===== config.mk =====
export PLATFORM = sky130hd
export DESIGN_NAME = change_sequencer_flat
export DESIGN_NICKNAME = d
export VERILOG_FILES = /design/src/rtl/change_sequencer_if.sv /design/src/rtl/change_sequencer.sv /design/src/flat_wrapper.sv
export SDC_FILE = /design/constraint.sdc
export NUM_CORES = 1
export LEC_CHECK = 0
export CAP_MARGIN = 15
export CORE_AREA = 5 5 134 98
export DETAILED_ROUTE_END_ITERATION = 10
export DIE_AREA = 0 0 139 103
export MAX_ROUTING_LAYER = met4
export RECOVER_POWER = 25
export SLEW_MARGIN = 20
export SYNTH_ARGS = -nofsm -noshare
export SYNTH_HDL_FRONTEND = slang
export SYNTH_SLANG_ARGS = --single-unit

===== constraint.sdc =====
create_clock -name clk -period 2.8 [get_ports clk]
set_input_delay 0.28 -clock clk [delete_from_list [all_inputs] [get_ports clk]]
set_output_delay 0.28 -clock clk [all_outputs]
set_load 0.02 [all_outputs]

===== src/rtl/change_sequencer_if.sv =====
// Bus bundle for the change sequencer: payout request, refill strobe,
// hopper drives and inventory/status readback.
interface change_sequencer_if;
    logic       start;
    logic [7:0] amount;
    logic       refill;
    logic [1:0] refill_sel;
    logic [7:0] refill_qty;
    logic       busy;
    logic       done;
    logic       eject_5;
    logic       eject_10;
    logic       eject_25;
    logic [7:0] cnt_5;
    logic [7:0] cnt_10;
    logic [7:0] cnt_25;
    logic [7:0] shortfall;
    logic       short_err;

    modport master (
        output start, amount, refill, refill_sel, refill_qty,
        input  busy, done, eject_5, eject_10, eject_25,
        input  cnt_5, cnt_10, cnt_25, shortfall, short_err
    );

    modport slave (
        input  start, amount, refill, refill_sel, refill_qty,
        output busy, done, eject_5, eject_10, eject_25,
        output cnt_5, cnt_10, cnt_25, shortfall, short_err
    );
endinterface


===== src/rtl/change_sequencer.sv =====
// Greedy coin-change payout sequencer: pulses one hopper at a time (25c, 10c, 5c
// priority) and reports any unpayable remainder as a shortfall.
module change_sequencer #(
    parameter int unsigned PULSE_CYCLES = 4,
    parameter int unsigned GAP_CYCLES   = 8,
    parameter int unsigned INIT_N5      = 20,
    parameter int unsigned INIT_N10     = 20,
    parameter int unsigned INIT_N25     = 20
) (
    input logic                clk,
    input logic                reset,
    change_sequencer_if.slave  bus
);
    typedef enum logic [2:0] {IDLE, SELECT, EJECT, GAP, DONE} state_t;
    typedef enum logic [1:0] {COIN_NONE, COIN_5, COIN_10, COIN_25} coin_t;

    // Timers count down to zero, so they load one less than the duration.
    localparam logic [7:0] PULSE_LOAD = 8'(PULSE_CYCLES - 1);
    localparam logic [7:0] GAP_LOAD   = 8'(GAP_CYCLES - 1);

    state_t     state;
    coin_t      pick;
    logic [7:0] remaining;
    logic [7:0] timer;
    logic [7:0] cnt_5, cnt_10, cnt_25;
    logic [7:0] shortfall;
    logic       short_err;
    logic       busy, done;
    logic       eject_5, eject_10, eject_25;

    function automatic logic [7:0] sat_add(input logic [7:0] a, input logic [7:0] b);
        logic [8:0] sum;
        sum = {1'b0, a} + {1'b0, b};
        return sum[8] ? 8'hFF : sum[7:0];
    endfunction

    always_comb begin
        // NOTE: default first so every path assigns pick and no latch is inferred.
        pick = COIN_NONE;
        if (remaining >= 8'd25 && cnt_25 != 8'd0)
            pick = COIN_25;
        else if (remaining >= 8'd10 && cnt_10 != 8'd0)
            pick = COIN_10;
        else if (remaining >= 8'd5 && cnt_5 != 8'd0)
            pick = COIN_5;
    end

    // NOTE: all state here uses non-blocking assignments so every register sees
    // pre-edge values, regardless of statement order.
    always_ff @(posedge clk or posedge reset) begin
        if (reset) begin
            state     <= IDLE;
            remaining <= 8'd0;
            timer     <= 8'd0;
            cnt_5     <= 8'(INIT_N5);
            cnt_10    <= 8'(INIT_N10);
            cnt_25    <= 8'(INIT_N25);
            shortfall <= 8'd0;
            short_err <= 1'b0;
            busy      <= 1'b0;
            done      <= 1'b0;
            eject_5   <= 1'b0;
            eject_10  <= 1'b0;
            eject_25  <= 1'b0;
        end else begin
            done <= 1'b0;
            unique case (state)
                IDLE: begin
                    if (bus.refill) begin
                        unique case (bus.refill_sel)
                            2'b00:   cnt_5  <= sat_add(cnt_5,  bus.refill_qty);
                            2'b01:   cnt_10 <= sat_add(cnt_10, bus.refill_qty);
                            2'b10:   cnt_25 <= sat_add(cnt_25, bus.refill_qty);
                            default: ;
                        endcase
                    end
                    if (bus.start) begin
                        remaining <= bus.amount;
                        shortfall <= 8'd0;
                        short_err <= 1'b0;
                        busy      <= 1'b1;
                        state     <= SELECT;
                    end
                end
                SELECT: begin
                    unique case (pick)
                        COIN_25: begin
                            cnt_25    <= cnt_25 - 8'd1;
                            remaining <= remaining - 8'd25;
                            eject_25  <= 1'b1;
                        end
                        COIN_10: begin
                            cnt_10    <= cnt_10 - 8'd1;
                            remaining <= remaining - 8'd10;
                            eject_10  <= 1'b1;
                        end
                        COIN_5: begin
                            cnt_5     <= cnt_5 - 8'd1;
                            remaining <= remaining - 8'd5;
                            eject_5   <= 1'b1;
                        end
                        default: ;
                    endcase
                    if (pick == COIN_NONE) begin
                        shortfall <= remaining;
                        short_err <= (remaining != 8'd0);
                        done      <= 1'b1;
                        state     <= DONE;
                    end else begin
                        timer <= PULSE_LOAD;
                        state <= EJECT;
                    end
                end
                EJECT: begin
                    if (timer == 8'd0) begin
                        eject_5  <= 1'b0;
                        eject_10 <= 1'b0;
                        eject_25 <= 1'b0;
                        timer    <= GAP_LOAD;
                        state    <= GAP;
                    end else begin
                        timer <= timer - 8'd1;
                    end
                end
                GAP: begin
                    if (timer == 8'd0)
                        state <= SELECT;
                    else
                        timer <= timer - 8'd1;
                end
                DONE: begin
                    busy  <= 1'b0;
                    state <= IDLE;
                end
                default: state <= IDLE;
            endcase
        end
    end

    assign bus.busy      = busy;
    assign bus.done      = done;
    assign bus.eject_5   = eject_5;
    assign bus.eject_10  = eject_10;
    assign bus.eject_25  = eject_25;
    assign bus.cnt_5     = cnt_5;
    assign bus.cnt_10    = cnt_10;
    assign bus.cnt_25    = cnt_25;
    assign bus.shortfall = shortfall;
    assign bus.short_err = short_err;
endmodule


===== src/flat_wrapper.sv =====
// flat-port wrapper written by rule: the top's interface ports become plain ports
module change_sequencer_flat 
#(
    parameter int unsigned PULSE_CYCLES = 4,
    parameter int unsigned GAP_CYCLES   = 8,
    parameter int unsigned INIT_N5      = 20,
    parameter int unsigned INIT_N10     = 20,
    parameter int unsigned INIT_N25     = 20
)
  (clk, reset, bus_start, bus_amount, bus_refill, bus_refill_sel, bus_refill_qty, bus_busy, bus_done, bus_eject_5, bus_eject_10, bus_eject_25, bus_cnt_5, bus_cnt_10, bus_cnt_25, bus_shortfall, bus_short_err);
  change_sequencer_if bus_i ();
  input logic clk;
  input logic reset;
  input wire logic [$bits(bus_i.start)-1:0] bus_start;
  input wire logic [$bits(bus_i.amount)-1:0] bus_amount;
  input wire logic [$bits(bus_i.refill)-1:0] bus_refill;
  input wire logic [$bits(bus_i.refill_sel)-1:0] bus_refill_sel;
  input wire logic [$bits(bus_i.refill_qty)-1:0] bus_refill_qty;
  output wire logic [$bits(bus_i.busy)-1:0] bus_busy;
  output wire logic [$bits(bus_i.done)-1:0] bus_done;
  output wire logic [$bits(bus_i.eject_5)-1:0] bus_eject_5;
  output wire logic [$bits(bus_i.eject_10)-1:0] bus_eject_10;
  output wire logic [$bits(bus_i.eject_25)-1:0] bus_eject_25;
  output wire logic [$bits(bus_i.cnt_5)-1:0] bus_cnt_5;
  output wire logic [$bits(bus_i.cnt_10)-1:0] bus_cnt_10;
  output wire logic [$bits(bus_i.cnt_25)-1:0] bus_cnt_25;
  output wire logic [$bits(bus_i.shortfall)-1:0] bus_shortfall;
  output wire logic [$bits(bus_i.short_err)-1:0] bus_short_err;
  assign bus_i.start = bus_start;
  assign bus_i.amount = bus_amount;
  assign bus_i.refill = bus_refill;
  assign bus_i.refill_sel = bus_refill_sel;
  assign bus_i.refill_qty = bus_refill_qty;
  assign bus_busy = bus_i.busy;
  assign bus_done = bus_i.done;
  assign bus_eject_5 = bus_i.eject_5;
  assign bus_eject_10 = bus_i.eject_10;
  assign bus_eject_25 = bus_i.eject_25;
  assign bus_cnt_5 = bus_i.cnt_5;
  assign bus_cnt_10 = bus_i.cnt_10;
  assign bus_cnt_25 = bus_i.cnt_25;
  assign bus_shortfall = bus_i.shortfall;
  assign bus_short_err = bus_i.short_err;
  change_sequencer #(.PULSE_CYCLES(PULSE_CYCLES), .GAP_CYCLES(GAP_CYCLES), .INIT_N5(INIT_N5), .INIT_N10(INIT_N10), .INIT_N25(INIT_N25)) u_core (.clk(clk), .reset(reset), .bus(bus_i));
endmodule

==> results of run 1 <==
-- routing by layer --
metal / track usage, % / up-vias / wire, um
met5: - / - / 0
met4: 5.564 / 0 / 186
met3: 4.358 / 21 / 619
met2: 31.85 / 110 / 6347
met1: 28.64 / 2277 / 7320
li1: - / 2273 / -
-- Yosys cell counts (all sizes together) (3+ instances only) --
cell	number	area [um2]
a21oi	58	290.3
ha	39	488.0
xor2	8	70.07
xnor2	12	105.1
or3	8	50.05
o211ai	9	67.56
o21a	9	67.56
a31oi	6	52.55
dfrtp	51	1276
clkbuf	15	56.30
a32o	3	30.03
and2	6	37.54
a22o	11	96.34
nor4b	3	47.54
nand2	36	135.1
nor2b	7	43.79
a21o	8	60.06
o21ai	42	210.2
nor3	12	60.06
nand2b	12	75.07
a21boi	3	22.52
o22ai	11	68.82
nand3	19	95.09
a211oi	6	45.04
buf	6	30.03
dfstp	6	157.7
nor2	47	176.4
nor4	3	18.77
and3	3	18.77
o221ai	5	43.79
fa	3	60.06
inv	30	112.6
o31ai	4	30.03
o2111ai	3	26.28
-- metrics by stage --
step	setup slack (ps)	instance area, um2
2_1_floorplan	10.08	4598
3_3_place_gp	-68.39	5888
3_5_place_dp	-216.1	5888
6_report	27.05	6496
5_1_grt	-77.86	6496
4_1_cts	-4.394	6243
-- layout make-up --
class / instances / share of cell area [%]
well taps: 162 / 3.120
flip-flops and latches: 57 / 22.15
inverters: 30 / 1.830
multi-input cells: 432 / 49.38
clock buffers: 16 / 4.334
repair buffers: 146 / 19.18
-- power breakdown --
part	total (uW)	leakage (uW)	internal [uW]	switching [uW]
clock	1060	0.000137	673	382
combinational	4190	0.00200	1980	2220
sequential	1400	0.000710	1090	307
-- cell families after synthesis --
group | after synthesis | share of synthesized area [%]
muxes | 1 | 0.2200
and+or+nand+nor | 168 | 19.06
DFF | 57 | 31.52
AOI/OAI and AO/OA | 200 | 28.93
xor gates and xnor gates | 20 | 3.850
buffers and inverters | 51 | 4.373
adders and majority gates | 42 | 12.05
-- sequential cells by signal, summed over array words and instances (netlist names), 3 cells and up --
signal and cells:
u_core.bus.cnt_10 8, u_core.bus.cnt_25 8, u_core.bus.cnt_5 8, u_core.bus.shortfall 8
u_core.remaining 8, u_core.state 3, u_core.timer 8
-- worst min-delay path by stage --
stage	from	endpoint	slack, ps	cells after the start
after floorplan	bus_start	u_core.state[0]	410	2
after global placement	u_core.bus.shortfall[7]	u_core.bus.shortfall[7]	490	1
after detailed placement	u_core.bus.shortfall[4]	u_core.bus.shortfall[4]	490	1
after CTS	reset	u_core.bus.shortfall[2]	340	3
after global routing	u_core.bus.shortfall[5]	u_core.bus.shortfall[5]	520	1
final	u_core.bus.shortfall[4]	u_core.bus.shortfall[4]	500	1
-- timing repair --
action	4_1_cts	5_1_grt
gates cloned	0	1
buffers inserted	1	9
hold buffers	0	0
resized for setup	16	47
endpoints found under the setup margin	18	38
pin swaps	1	18
==> impl_results.md, run 1 <==
* Worst hold margin at ~500 ps
* Worst path max stage delay at approximately 400 ps
* Num CTS Buffers at 9
* Final core utilization at a little over half
* Core area at 11,910 um2
* Critical R2R Launch: u_core.bus.cnt_5[0]
* Synth Flop Type: dfrtp_1
* Power Density at roughly 1000 nW/um2
* Cell Area, Synth at about 4500 um2
* Peak VDD IR at around 0.00053 V
* Pin count of the biggest net entering global routing at between 50 and 60
* Ant. Diodes at 0
* Fin crit period at between 2000 and 3000 ps
* Setup slack, reg-to-reg at 30 ps
* Inst Count DP at between 800 and 900
* Fin crit share at slightly below 100%
* Initial antenna violation count at 0
* Register area share after synthesis at approximately a third
* DRT Pass-1 Iters at 4
* Syn Nets at about 600
* Status: completed
* Reg2Reg Depth at 12
* DRC viols at 0
* Final hold viol count at 0
* Crit path capture type: register
* Most used cells in the layout excluding fill and tap cells: buf_4, clkdlybuf4s50_1, a21oi_1
* Worst-path fanout max at 7
* Total power at ~6600 uW
* Vias per cell at 5.553
* CP Launch Type: register
* Clock root cell: clkbuf_16
* Bufs on Longest Clock Path at 2
* Static Leak at ~0.0028 uW
* Sum of negative setup slack at 0 ps
* Critical path type: reg -> reg
* CP cell instances: inv_2 > ha_4 > nand2_2 > or3_4 > or3_4 > a31oi_4 > inv_2 > ha_4 > buf_8 > a311o_1 > a211oi_2 > o22ai_1
* Drt initial violations at roughly 230
* Syn Area/Cell at ~8.4 um2
* Final nets at 740
* DR vias at around 4,700
* Pins over their slew limit at 0
* Measured slew at the worst slew-check pin at about 1500 ps
* Vias in the first global route at ~4,600
* Slew headroom at under 10%
* Arrival time of the worst setup path at a little under 3000 ps
* Flops & latches, synth at 57
* Count of different cell masters after synthesis at 64
* GP Congestion at 0.9093
* Worst Path Required at ~3000 ps
* # fillers at 1,113
* WL/cell at about 17 um
* Die Wd at between 100 and 150 um
* Grt total ovfl at 0
* Area delta synth->final at 42.79%
* Maxcap violations at 0
* Final wirelength at about 14,000 um
* Non-Filler Instances at between 800 and 900
* DIE AREA at 14,320 um2
* RSZ-0062 raised after global routing: yes
* # rows at 34
* CP delay by family, top: compound AO/OA/AOI/OAI gates
* Crit Reg-Reg Endpoint: u_core.remaining[5]
* Yosys warning count at 0
* Initial core utilization at a little under two fifths
* First-pass GRT wire length at 23,490 um
* Most common cell after layout, fill and taps aside: buf_4
* GRT Total Usage at a little over a fifth
* Final ANT Viol Nets at 0
* Post-Syn Instances at roughly 540
* Fmax at 360.6 MHz
* Clock transition at path regs at roughly 50 ps
* CTS tree: done
* Crit path buffers/inverters at 3
* Multi-input gate area at about 3200 um2
* Clock Latency Late Sink at between 300 and 400 ps
* H-tree depth at 3
* Number of synthesized flops with an enable pin at 0
* Share of layout cells above drive strength 1 at between 20% and 30%
* Setup violations, final at 0
* Port Buf Inserts at roughly 60
* IO Count at 60
* Worst Setup EP: u_core.remaining[5]
* Crit path launch: u_core.bus.cnt_5[0]
* Count of clock tree sinks at 57
* FF+latch area at about 1400 um2
* Die Ht at ~100 um
* Post-synth ARST share at 100.0%
* Slowest CP cell: dfrtp_2
* Hold Path Class: reg -> reg
* Post-DP HPWL at approximately 11,000 um
* Critical path depth at 12
* Clock skew at slightly below 6 ps
Note: power is estimated with default switching activity, not from simulation.
==> run 2: changes to the inputs <==
- clock period: 2.8 -> 3.2 ns (I/O delays scaled with it)
==> impl_results.md, run 2 (synthesis gave the netlist of run 1 again) <==
* Status: completed
* Share of layout cells above drive strength 1 at 10.75% (-14 points)
* Non-Filler Instances at 785 (-6.9%)
* Maxcap violations at 0 (unchanged)
* Final hold viol count at 0 (unchanged)
* Drt initial violations at 238 (+4.8%)
* Critical path type: reg -> reg
* Inst Count DP at 769 (-5.8%)
* CP cell instances: inv_1 > ha_2 > nand2_1 > or3_1 > or3_1 > a31oi_4 > ha_2 > buf_4 > inv_1 > o211ai_1 > o221ai_1 > a31oi_1 > o21ai_0
* Switch Pwr at 2254 uW (-22%)
* Ant. Diodes at 0 (unchanged)
* Measured slew at the worst slew-check pin at 1292 ps (-190.2 ps)
* DR vias at 4,375 (-6.5%)
* Final wirelength at 13,650 um (-5.7%)
* Static Leak at 0.002495 uW (-12%)
* Switching share of power at 45.10% (+1.4 points)
* Initial core utilization at 38.19% (unchanged)
* CP delay by family, top: simple AND/OR/NAND/NOR gates
* Clock Latency Late Sink at 330 ps (about the same)
* GRT Total Usage at 20.07% (-0.89 points)
* Worst-path fanout max at 7 (unchanged)
* Place WS at 67.27 ps (+283.4 ps)
* Slew headroom at 13.89% (+13 points)
* Peak VDD IR at 0.0004113 V (-22%)
* Sequential share of power at 25.9% (+4.8 points)
* # rows at 34 (unchanged)
* H-tree depth at 3 (unchanged)
* Clock power share at 17.2% (+1.3 points)
* CP Launch Type: register
* Worst path max stage delay at 410 ps (about the same)
* Post-CTS Setup Bufs at 0 (-1)
* Bufs on Longest Clock Path at 2 (unchanged)
* Die Ht at 103 um (unchanged)
* Vias in the first global route at 4,170 (-10%)
* Crit path launch: u_core.bus.cnt_5[0]
* DIE AREA at 14,320 um2 (unchanged)
* Fin crit share at 94.16% (-4.9 points)
* Crit path buffers/inverters at 3 (unchanged)
* Slowest CP cell: dfrtp_1
* Most used cells in the layout excluding fill and tap cells: a21oi_1, clkdlybuf4s50_1, dfrtp_1
* Fmax at 331.9 MHz (-8.0%)
* Hold Path Class: reg -> reg
* First-pass GRT wire length at 22,240 um (-5.3%)
* Combinational share of power at 56.8% (-6.3 points)
* Port Buf Inserts at 59 (unchanged)
* Num CTS Buffers at 9 (unchanged)
* Area delta synth->final at 27.34%
* Final nets at 682 (-7.8%)
* Core area at 11,910 um2 (unchanged)
* Setup violations, final at 0 (unchanged)
* Worst Path Required at 3450 ps (+440 ps)
* Pins over their slew limit at 0 (unchanged)
* Hold Crit Start: u_core.bus.shortfall[3]
* Total power at 4998 uW (-25%)
* DRC viols at 0 (unchanged)
* Grt total ovfl at 0 (unchanged)
* Count of clock tree sinks at 57 (unchanged)
* Placed Area at 5500 um2 (-6.6%)
* Pin count of the biggest net entering global routing at 25 (-57%)
* Post-DP HPWL at 10,460 um (-4.2%)
* Crit path capture type: register
* IO Count at 60 (unchanged)
* Sum of negative setup slack at 0 ps (unchanged)
* Internal Pwr Total at 2744 uW (-27%)
* Arrival time of the worst setup path at 3260 ps (+280 ps)
* Clock root cell: clkbuf_16
* Clock skew at 5.019 ps (-0.8450 ps)
* GP Congestion at 0.9283 (+2.1%)
* DRT Pass-1 Iters at 5 (+1)
* Clock transition at path regs at 50 ps (about the same)
* Die Wd at 139 um (unchanged)
* WL/cell at 17.38 um (+1.3%)
* Finished Cell Area at 5793 um2 (-11%)
* Power Density at 862.7 nW/um2 (-16%)
* RSZ-0062 raised after global routing: no
* Final ANT Viol Nets at 0 (unchanged)
* # fillers at 1,136 (+2.1%)
* Initial antenna violation count at 0 (unchanged)
* Fin crit period at 3013 ps (+240.2 ps)
* CTS tree: done
* Vias per cell at 5.573 (+0.37%)
* Critical R2R Launch: u_core.bus.cnt_5[0]
* Setup ws final at 186.8 ps (+159.8 ps)
## run 2: cell types whose count changed in the layout (fill, tap and decap cells not counted), moves of 5 or more
cell and delta:
ha_4 -5, o21ai_0 +6, inv_1 +7, buf_4 -57
## run 2: metrics by stage
stage	hold slack (ps)	utilization, %
final	499.6	48.63
after global routing	533.9	48.63
after CTS	318.4	48.33
after detailed placement	490.0	46.18
after global placement	490.4	46.18
after floorplan	450.8	-
## run 2: what timing repair did
item | 4_1_cts | 5_1_grt
hold buffers | 0 | 0
endpoints found under the setup margin | 0 | 39
resized for setup | 0 | 11
## run 2: final timing paths
path | to | slack, ps | depth (start not counted)
min reg2reg | u_core.bus.shortfall[3] | 500 | 1
max in group asynchronous | u_core.remaining[6] | 1000 | 3
max | u_core.remaining[6] | 190 | 13
min | u_core.bus.shortfall[3] | 500 | 1
min in group asynchronous | u_core.bus.busy | 560 | 2
max reg2reg | u_core.remaining[6] | 190 | 13
## run 2: layout make-up
class	count	area (um2)	area share [%]
Tap cell	162	202.7	3.499
Inverter	30	112.6	1.944
Clock inverter	4	20.02	0.3456
Multi-Input combinational cell	431	2967	51.21
Sequential cell	57	1434	24.75
Timing Repair Buffer	89	820.8	14.17
Clock buffer	12	236.5	4.082
## run 2: layer usage
layer,track usage [%],up-vias,share of wire (%)
li1,-,2152,-
met1,29.14,2096,53
met2,28.83,113,42
met3,4.033,14,4.0
met4,4.436,0,0.91
met5,-,-,0
## run 2: power groups by stage
stage	clock [uW]	combinational (uW)	sequential (uW)
floorplan	0	1770	1300
global placement	0	2740	1290
detailed placement	0	2760	1290
CTS	884	2780	1290
global route	911	3140	1350
finish	860	2840	1300
